--- src/rtl/led_display_pkg.sv ---
// Shared encodings and default parameters for the LED bar display.
package led_display_pkg;

    typedef enum logic [1:0] {
        MODE_BAR  = 2'b00,
        MODE_DOT  = 2'b01,
        MODE_PEAK = 2'b10,
        MODE_OFF  = 2'b11
    } mode_e;

    typedef enum logic [1:0] {
        PK_TRACK = 2'd0,
        PK_HOLD  = 2'd1,
        PK_DECAY = 2'd2
    } peak_state_e;

    localparam int DEF_N_LEDS       = 16;
    localparam int DEF_HOLD_CYCLES  = 1000;
    localparam int DEF_DECAY_CYCLES = 100;
    localparam int DEF_BLINK_CYCLES = 500;

    // Counter width able to hold 0..n-1, never narrower than one bit.
    function automatic int cnt_width(input int n);
        return (n > 1) ? $clog2(n) : 1;
    endfunction

endpackage

--- src/rtl/led_decode.sv ---
// Combinational level decoder: thermometer (i < level) or one-hot (bit level-1).
module led_decode #(
    parameter int N_LEDS = 16,
    parameter int LVL_W  = $clog2(N_LEDS + 1)
) (
    input  logic [LVL_W-1:0]  i_level,
    input  logic              i_onehot,
    output logic [N_LEDS-1:0] o_pattern
);

    always_comb begin
        o_pattern = '0;
        for (int i = 0; i < N_LEDS; i++) begin
            if (i_onehot) begin
                o_pattern[i] = (int'(i_level) == i + 1);
            end else begin
                o_pattern[i] = (i < int'(i_level));
            end
        end
    end

endmodule

--- src/rtl/led_bar_display.sv ---
// LED bar/dot/peak-marker display with peak hold-and-decay and overflow blink.
module led_bar_display
    import led_display_pkg::*;
#(
    parameter int N_LEDS       = DEF_N_LEDS,
    parameter int LVL_W        = $clog2(N_LEDS + 1),
    parameter int HOLD_CYCLES  = DEF_HOLD_CYCLES,
    parameter int DECAY_CYCLES = DEF_DECAY_CYCLES,
    parameter int BLINK_CYCLES = DEF_BLINK_CYCLES
) (
    input  logic              clk,
    input  logic              rst_n,
    input  logic [LVL_W-1:0]  level_in,
    input  logic              level_valid,
    input  logic [1:0]        mode,
    output logic [N_LEDS-1:0] led_out,
    output logic [LVL_W-1:0]  peak_out,
    output logic              over_out
);

    localparam int HOLD_W  = cnt_width(HOLD_CYCLES);
    localparam int DECAY_W = cnt_width(DECAY_CYCLES);
    localparam int BLINK_W = cnt_width(BLINK_CYCLES);

    localparam logic [LVL_W-1:0]   LVL_MAX    = LVL_W'(N_LEDS);
    localparam logic [HOLD_W-1:0]  HOLD_LAST  = HOLD_W'(HOLD_CYCLES - 1);
    localparam logic [DECAY_W-1:0] DECAY_LAST = DECAY_W'(DECAY_CYCLES - 1);
    localparam logic [BLINK_W-1:0] BLINK_LAST = BLINK_W'(BLINK_CYCLES - 1);

    logic [LVL_W-1:0]   r_level_q;
    logic               r_over_q;
    logic [LVL_W-1:0]   r_peak;
    peak_state_e        r_state;
    logic [HOLD_W-1:0]  r_hold_cnt;
    logic [DECAY_W-1:0] r_decay_cnt;
    logic [BLINK_W-1:0] r_blink_cnt;
    logic               r_blink_off;
    logic [N_LEDS-1:0]  r_led;

    mode_e              w_mode;
    logic [LVL_W-1:0]   w_sample;
    logic               w_new_peak;
    logic [N_LEDS-1:0]  w_level_pat;
    logic [N_LEDS-1:0]  w_marker_pat;
    logic [N_LEDS-1:0]  w_pattern;

    assign w_mode     = mode_e'(mode);
    assign w_sample   = (level_in > LVL_MAX) ? LVL_MAX : level_in;
    assign w_new_peak = level_valid && (w_sample > r_peak);

    always_ff @(posedge clk or negedge rst_n) begin
        if (!rst_n) begin
            r_level_q <= '0;
            r_over_q  <= 1'b0;
        end else if (level_valid) begin
            r_level_q <= w_sample;
            r_over_q  <= (level_in > LVL_MAX);
        end
    end

    // A fresh higher sample always wins, even over a decay step due this cycle.
    always_ff @(posedge clk or negedge rst_n) begin
        if (!rst_n) begin
            r_state     <= PK_TRACK;
            r_peak      <= '0;
            r_hold_cnt  <= '0;
            r_decay_cnt <= '0;
        end else if (w_new_peak) begin
            r_state    <= PK_HOLD;
            r_peak     <= w_sample;
            r_hold_cnt <= HOLD_LAST;
        end else begin
            case (r_state)
                PK_TRACK: r_peak <= r_level_q;
                PK_HOLD: begin
                    if (r_hold_cnt == '0) begin
                        r_state     <= PK_DECAY;
                        r_decay_cnt <= DECAY_LAST;
                    end else begin
                        r_hold_cnt <= r_hold_cnt - HOLD_W'(1);
                    end
                end
                PK_DECAY: begin
                    if (r_peak <= r_level_q) begin
                        r_peak  <= r_level_q;
                        r_state <= PK_TRACK;
                    end else if (r_decay_cnt == '0) begin
                        r_peak      <= r_peak - LVL_W'(1);
                        r_decay_cnt <= DECAY_LAST;
                    end else begin
                        r_decay_cnt <= r_decay_cnt - DECAY_W'(1);
                    end
                end
                default: r_state <= PK_TRACK;
            endcase
        end
    end

    always_ff @(posedge clk or negedge rst_n) begin
        if (!rst_n) begin
            r_blink_cnt <= '0;
            r_blink_off <= 1'b0;
        end else if (!r_over_q) begin
            r_blink_cnt <= '0;
            r_blink_off <= 1'b0;
        end else if (r_blink_cnt == BLINK_LAST) begin
            r_blink_cnt <= '0;
            r_blink_off <= ~r_blink_off;
        end else begin
            r_blink_cnt <= r_blink_cnt + BLINK_W'(1);
        end
    end

    led_decode #(.N_LEDS(N_LEDS), .LVL_W(LVL_W)) u_level_dec (
        .i_level   (r_level_q),
        .i_onehot  (w_mode == MODE_DOT),
        .o_pattern (w_level_pat)
    );

    led_decode #(.N_LEDS(N_LEDS), .LVL_W(LVL_W)) u_marker_dec (
        .i_level   (r_peak),
        .i_onehot  (1'b1),
        .o_pattern (w_marker_pat)
    );

    always_comb begin
        w_pattern = '0;
        case (w_mode)
            MODE_BAR, MODE_DOT: w_pattern = w_level_pat;
            MODE_PEAK:          w_pattern = w_level_pat | w_marker_pat;
            default:            w_pattern = '0;
        endcase
        if (r_over_q && (w_mode != MODE_OFF)) begin
            w_pattern[N_LEDS-1] = ~r_blink_off;
        end
    end

    always_ff @(posedge clk or negedge rst_n) begin
        if (!rst_n) begin
            r_led <= '0;
        end else begin
            r_led <= w_pattern;
        end
    end

    assign led_out  = r_led;
    assign peak_out = r_peak;
    assign over_out = r_over_q;

endmodule

--- config.mk ---
export PLATFORM = sky130hd
export DESIGN_NAME = led_bar_display
export DESIGN_NICKNAME = d
export VERILOG_FILES = /design/src/rtl/led_display_pkg.sv /design/src/rtl/led_decode.sv /design/src/rtl/led_bar_display.sv
export SDC_FILE = /design/constraint.sdc
export NUM_CORES = 1
export LEC_CHECK = 0
export CAP_MARGIN = 5
export CORE_MARGIN = 1
export CORE_UTILIZATION = 58
export DETAILED_ROUTE_END_ITERATION = 7
export PLACE_DENSITY = 0.8
export SLEW_MARGIN = 20
export SYNTH_ARGS = -nofsm -noshare
export SYNTH_HDL_FRONTEND = slang
export SYNTH_HIERARCHICAL = 1
export SYNTH_SLANG_ARGS = --single-unit
export TNS_END_PERCENT = 50
--- constraint.sdc ---
create_clock -name clk -period 2.9 [get_ports clk]
set_input_delay 0.58 -clock clk [delete_from_list [all_inputs] [get_ports clk]]
set_output_delay 0.58 -clock clk [all_outputs]
set_load 0.005 [all_outputs]
# Word level (Yosys, flattened, before mapping)
# Index checks and enable logic that the tools add are counted.
# word_totals
register_bits	56
# op_classes
n_lt_le_gt_ge	19
eq_ne	46
addsub	4
reduce_logical	14
muxes	38
bitwise	3
# ops
operator	n
$eq A5 B5 Y1 const B	18
$eq A5 B4 Y1 const B	8
$lt A4 B5 Y1 const A	8
$pmux W16 S2	1
$mux W10	3
$mux W7	3
$eq A5 B3 Y1 const B	4
$lt A3 B5 Y1 const A	4
$mux W5	4
$mux W1	19
$mux W9	2
$or A16 B16 Y16	1
$pmux W7 S2	1
$eq A5 B2 Y1 const B	2
$logic_not A10 Y1	1
$lt A1 B5 Y1 const A	2
$lt A2 B5 Y1 const A	2
$ne A2 B2 Y1 const B	5
$pmux W5 S2	1
$sub A10 B1 Y10 const B	1
$add A9 B1 Y9 const B	1
$eq A9 B9 Y1 const B	1
$logic_not A7 Y1	1
$sub A7 B1 Y7 const B	1
20 further kinds	30

# Longest topological paths before layout
# depth
depth_word	6
mapped_depth	10

# By module
# The synthesis kept the hierarchy.
# modules_own_cells
mod	seq_area_each_um2	n_inst	cells_each	area_per_inst_um2
led_bar_display	1401.3	1	323	2992.9
led_decode	0.0	2	52	285.3

# Least setup slack after synthesis
# Ideal clock, no wire load.
# synth_timing
path_kind	input-to-reg
start	input port level_in[3]
end	register r_decay_cnt[6]
path_buffers	0
setup_time_ns	0.123
path_slack_ns	0.469
t_arrival_ns	2.308
stages	8
cell_sequence	nor2b_1 -> ha_1 -> a21oi_1 -> nor2b_1 -> o311a_1 -> or4_4 -> o21ai_1 -> o21ai_1
# synth_between
elab_chain_len	6
# synth_rtl
item	line_no	source
from (decl)	led_bar_display.sv:13	input logic [LVL_W-1:0] level_in,
$gt A5 B5 Y1	led_bar_display.sv:48	assign w_sample = (level_in > LVL_MAX) ? LVL_MAX : level_in;
$mux W5 *	led_bar_display.sv:48	
$gt A5 B5 Y1 *	led_bar_display.sv:49	assign w_new_peak = level_valid && (w_sample > r_peak);
$logic_and A1 B1 Y1 *	led_bar_display.sv:49	
$not A1 Y1 (no line) *	--	
$reduce_and A4 Y1 (no line) *	--	
to (signal assigned)	led_bar_display.sv:91	r_decay_cnt <= r_decay_cnt - DECAY_W'(1);
to (decl)	led_bar_display.sv:35	logic [DECAY_W-1:0] r_decay_cnt;
# Every way passes the cells marked *; elsewhere a longest branch is shown, timed or not.
# A chain may end at the register's enable or synchronous reset.

# Worst setup path after layout
# layout_timing
start	input port level_in[4]
end	register r_decay_cnt[4]
# layout_between
elab_chain_len	6
# layout_rtl
item	line_no	source
$gt A5 B5 Y1	led_bar_display.sv:48	
$mux W5	led_bar_display.sv:48	
named net w_sample[3]	led_bar_display.sv:41	logic [LVL_W-1:0] w_sample;
$gt A5 B5 Y1	led_bar_display.sv:49	
$logic_and A1 B1 Y1	led_bar_display.sv:49	
$not A1 Y1 (no line)	--	
$reduce_and A4 Y1 (no line)	--	
# The timed path passes the listed nets, and every way through them passes these cells.

==> flow_summary.yaml <==
sta:
  setup_viol: 0
  hold-worst-slack_ns: 0.258
  final_setup_margin_ns: 0.155
  timing_worst_slew_pin_value_ns: 0.625
  max-slew-margin-rel: 0.584
  clock-skew-final_ns: 0.00905
  timing.setup.tns_ns: 0
  finalCriticalPeriod_ns: 2.74
  final_hold_viol_count: 0
  maxClockFrequency_mhz: 364
  timing.final.max_slew_violations: 0
  layout_worst_path_cycle_share: 0.947
  rsz_0062_raised_after_global_routing: "no"
critical_path:
  critPathMaxStageDelay_ns: 0.60
  worst_ep_required_time_ns: 3.12
  cp.arrival_ns: 2.97
  critical_path.max_fanout: 6
  critical_path_depth: 8
  worst_r2r_path_depth: 7
  endpoint_kind: "register"
  setup.worst_path.class: "in -> reg"
  chain_of_cells_forming_the_critical_path: "clkdlybuf4s50_1 -> nor2b_2 -> ha_1 -> a21oi_1 -> nor2b_1 -> o311a_1 -> or4_4 -> o311ai_2"
  crit_path_start_kind: "input port"
  critical-path-slowest-cell: "sky130_fd_sc_hd__or4_4"
  timing.critical_path.buf_inv: 1
  crit_family: "simple AND/OR/NAND/NOR gates"
clocking:
  clock_tree.buffer_depth: 2
  cts.htree.levels: 2
  cts.repair_timing.setup_buffer_count: 0
  root_buf_cell: "sky130_fd_sc_hd__clkbuf_8"
  cts_resized: 0
  tritoncts: "yes"
  insertion_delay_ns: 0.32
  cts_buffers: 5
  clkTransAtPathRegs_ns: 0.10
  post_cts_hold_buffer_count: 0
  cts_sinks: 56
yosys:
  cells_after_synthesis: 427
  ys.flop_type: "sky130_fd_sc_hd__dfrtp_1"
  ys_warn_count: 6
  synth.yosys.seq_area_share: 0.393
  synth-edff-count: 0
  yosys.cell_types.count: 55
  netlist_area_mm2: 0.00356
  synthArstFlopShare: 1.00
  register_bit_count_reported_by_yosys: 56
  syn_avg_cell_area_um2: 8.35
routing:
  drt_iter0_markers: 301
  route.antenna.remaining_nets: 0
  detail_route.vias_per_cell: 6.05
  via_count: 3308
  totalWireLength_um: 8320
  wl_per_cell_um: 15.2
  post-route-drc-count: 0
  drt_pass1_iterations: 5
floorplanning:
  core-area_mm2: 0.00592
  die_footprint_mm2: 0.00646
  width_of_the_die_um: 80.4
  io_pins: 32
  dieHeight_um: 80.4
  fp-row-count: 28
  effective_utilization_at_floorplan: 0.602
placed_design:
  gpl.final_weighted_congestion: 0.913
  post-dp-hpwl_um: 5980
  pre_cts_ws_ns: -0.177
  quantity_of_i_o_buffers_inserted_on_ports: 31
layout:
  ff_latch_area_mm2: 0.00140
  most-common-layout-cells: "sky130_fd_sc_hd__dfrtp_1 (56), sky130_fd_sc_hd__nand2_1 (46), sky130_fd_sc_hd__nor2_1 (45)"
  multi_input_area_mm2: 0.00201
  diodes: 0
  area_growth_syn_to_layout_pct: 16.8
  fin_nets: 499
  layout_commonest_cell: "sky130_fd_sc_hd__dfrtp_1"
  post_route_cells_drive_above_1_share: 0.0890
  nFillCells: 485
global_routing:
  antenna_found_initial: 0
  first_global_vias: 3067
  grt_usage: 0.275
  globalRouteOverflowTotal: 0
  grt_max_degree: 31
  global_route_wire_length_before_repair_um: 13700
power_and_ir_drop:
  power_density_mw_per_mm2: 770
  worst_ir_drop_vdd_v: 0.000608
  power_w: 0.00321
  cellLeakagePower_nw: 1.76
hold_path:
  hp-class: "in -> async"
run:
  cap_viol_max_count: 0
run_status:
  run_status: "finished clean"
## flip-flops by register name, indices dropped and copies added (netlist names)
signal / count
led_out: 16
r_hold_cnt: 10
r_blink_cnt: 9
r_decay_cnt: 7
peak_out: 5
r_level_q: 5
r_state: 2
over_out: 1
r_blink_off: 1
## kinds of logic after synthesis
| logic type | share of synthesized area |
|---|---|
| AND/OR/NAND/NOR | 0.224 |
| AO/OA/AOI/OAI | 0.224 |
| flip-flops | 0.393 |
| buffers and inverters | 0.0509 |
| adder cells (fa/ha/maj) | 0.0632 |
| XOR/XNOR | 0.0344 |
| multiplexers | 0.00878 |
| other | 0.00105 |
## final cells by class
cell class | count | share of cell area
multi-input combinational | 332 | 0.482
sequential | 56 | 0.337
timing repair buffer | 53 | 0.116
tap | 75 | 0.0225
inverter | 23 | 0.0207
clock buffer | 5 | 0.0165
clock inverter | 3 | 0.00571
## per-stage QoR
step / util / area (um^2) / instances
after floorplan: - / 3590 / 433
after global placement: 0.687 / 4070 / 539
after detailed placement: 0.687 / 4070 / 539
after CTS: 0.703 / 4160 / 547
after global routing: 0.703 / 4160 / 547
final: 0.703 / 4160 / 547
## report_power, final
group          total, W  internal, W  leakage, nW  switching (W)
sequential      0.00106     0.000934        0.677       0.000122
combinational   0.00171     0.000723         1.04       0.000987
clock          0.000440     0.000172       0.0404       0.000268
total           0.00321      0.00183         1.76        0.00138
## Yosys cell counts (all sizes together), types with 9 or more instances
master / number / share of area
ha: 18 / 0.063
a21oi: 43 / 0.060
dfrtp: 56 / 0.39
nor2: 45 / 0.047
nand2: 46 / 0.048
buf: 10 / 0.014
inv: 22 / 0.023
o21ai: 37 / 0.054
or3: 9 / 0.019
clkbuf: 12 / 0.013
xnor2: 9 / 0.022
nand2b: 9 / 0.016
nor2b: 10 / 0.018
nand3: 15 / 0.021
## layer usage
layer | part of all wire | track usage | up-vias
li1 | - | - | 1589
met3 | 0.059 | 0.0500 | 26
met5 | 0 | 0 | -
met2 | 0.49 | 0.467 | 149
met1 | 0.42 | 0.339 | 1544
met4 | 0.026 | 0.118 | 0
## worst register-to-register path, cell delays in order, from the launching register on
cell and delay [ns]:
sky130_fd_sc_hd__dfrtp_1 0.62, sky130_fd_sc_hd__inv_1 0.17, sky130_fd_sc_hd__ha_1 0.35, sky130_fd_sc_hd__nor2b_1 0.15, sky130_fd_sc_hd__o21ai_1 0.11, sky130_fd_sc_hd__o2bb2ai_1 0.22
sky130_fd_sc_hd__or4_4 0.57, sky130_fd_sc_hd__o311ai_2 0.23
## final timing paths
kind | startpoint | to | slack, ns
setup / recovery | level_in[4] | r_decay_cnt[4] | 0.16
hold / removal | rst_n | r_blink_cnt[8] | 0.26
setup reg to reg | r_level_q[1] | r_decay_cnt[4] | 0.37
hold reg to reg | r_decay_cnt[6] | r_decay_cnt[6] | 0.48
max in group asynchronous | rst_n | r_decay_cnt[1] | 2.06
min in group clk | r_decay_cnt[6] | r_decay_cnt[6] | 0.48
(Power assumes the default switching activity.)
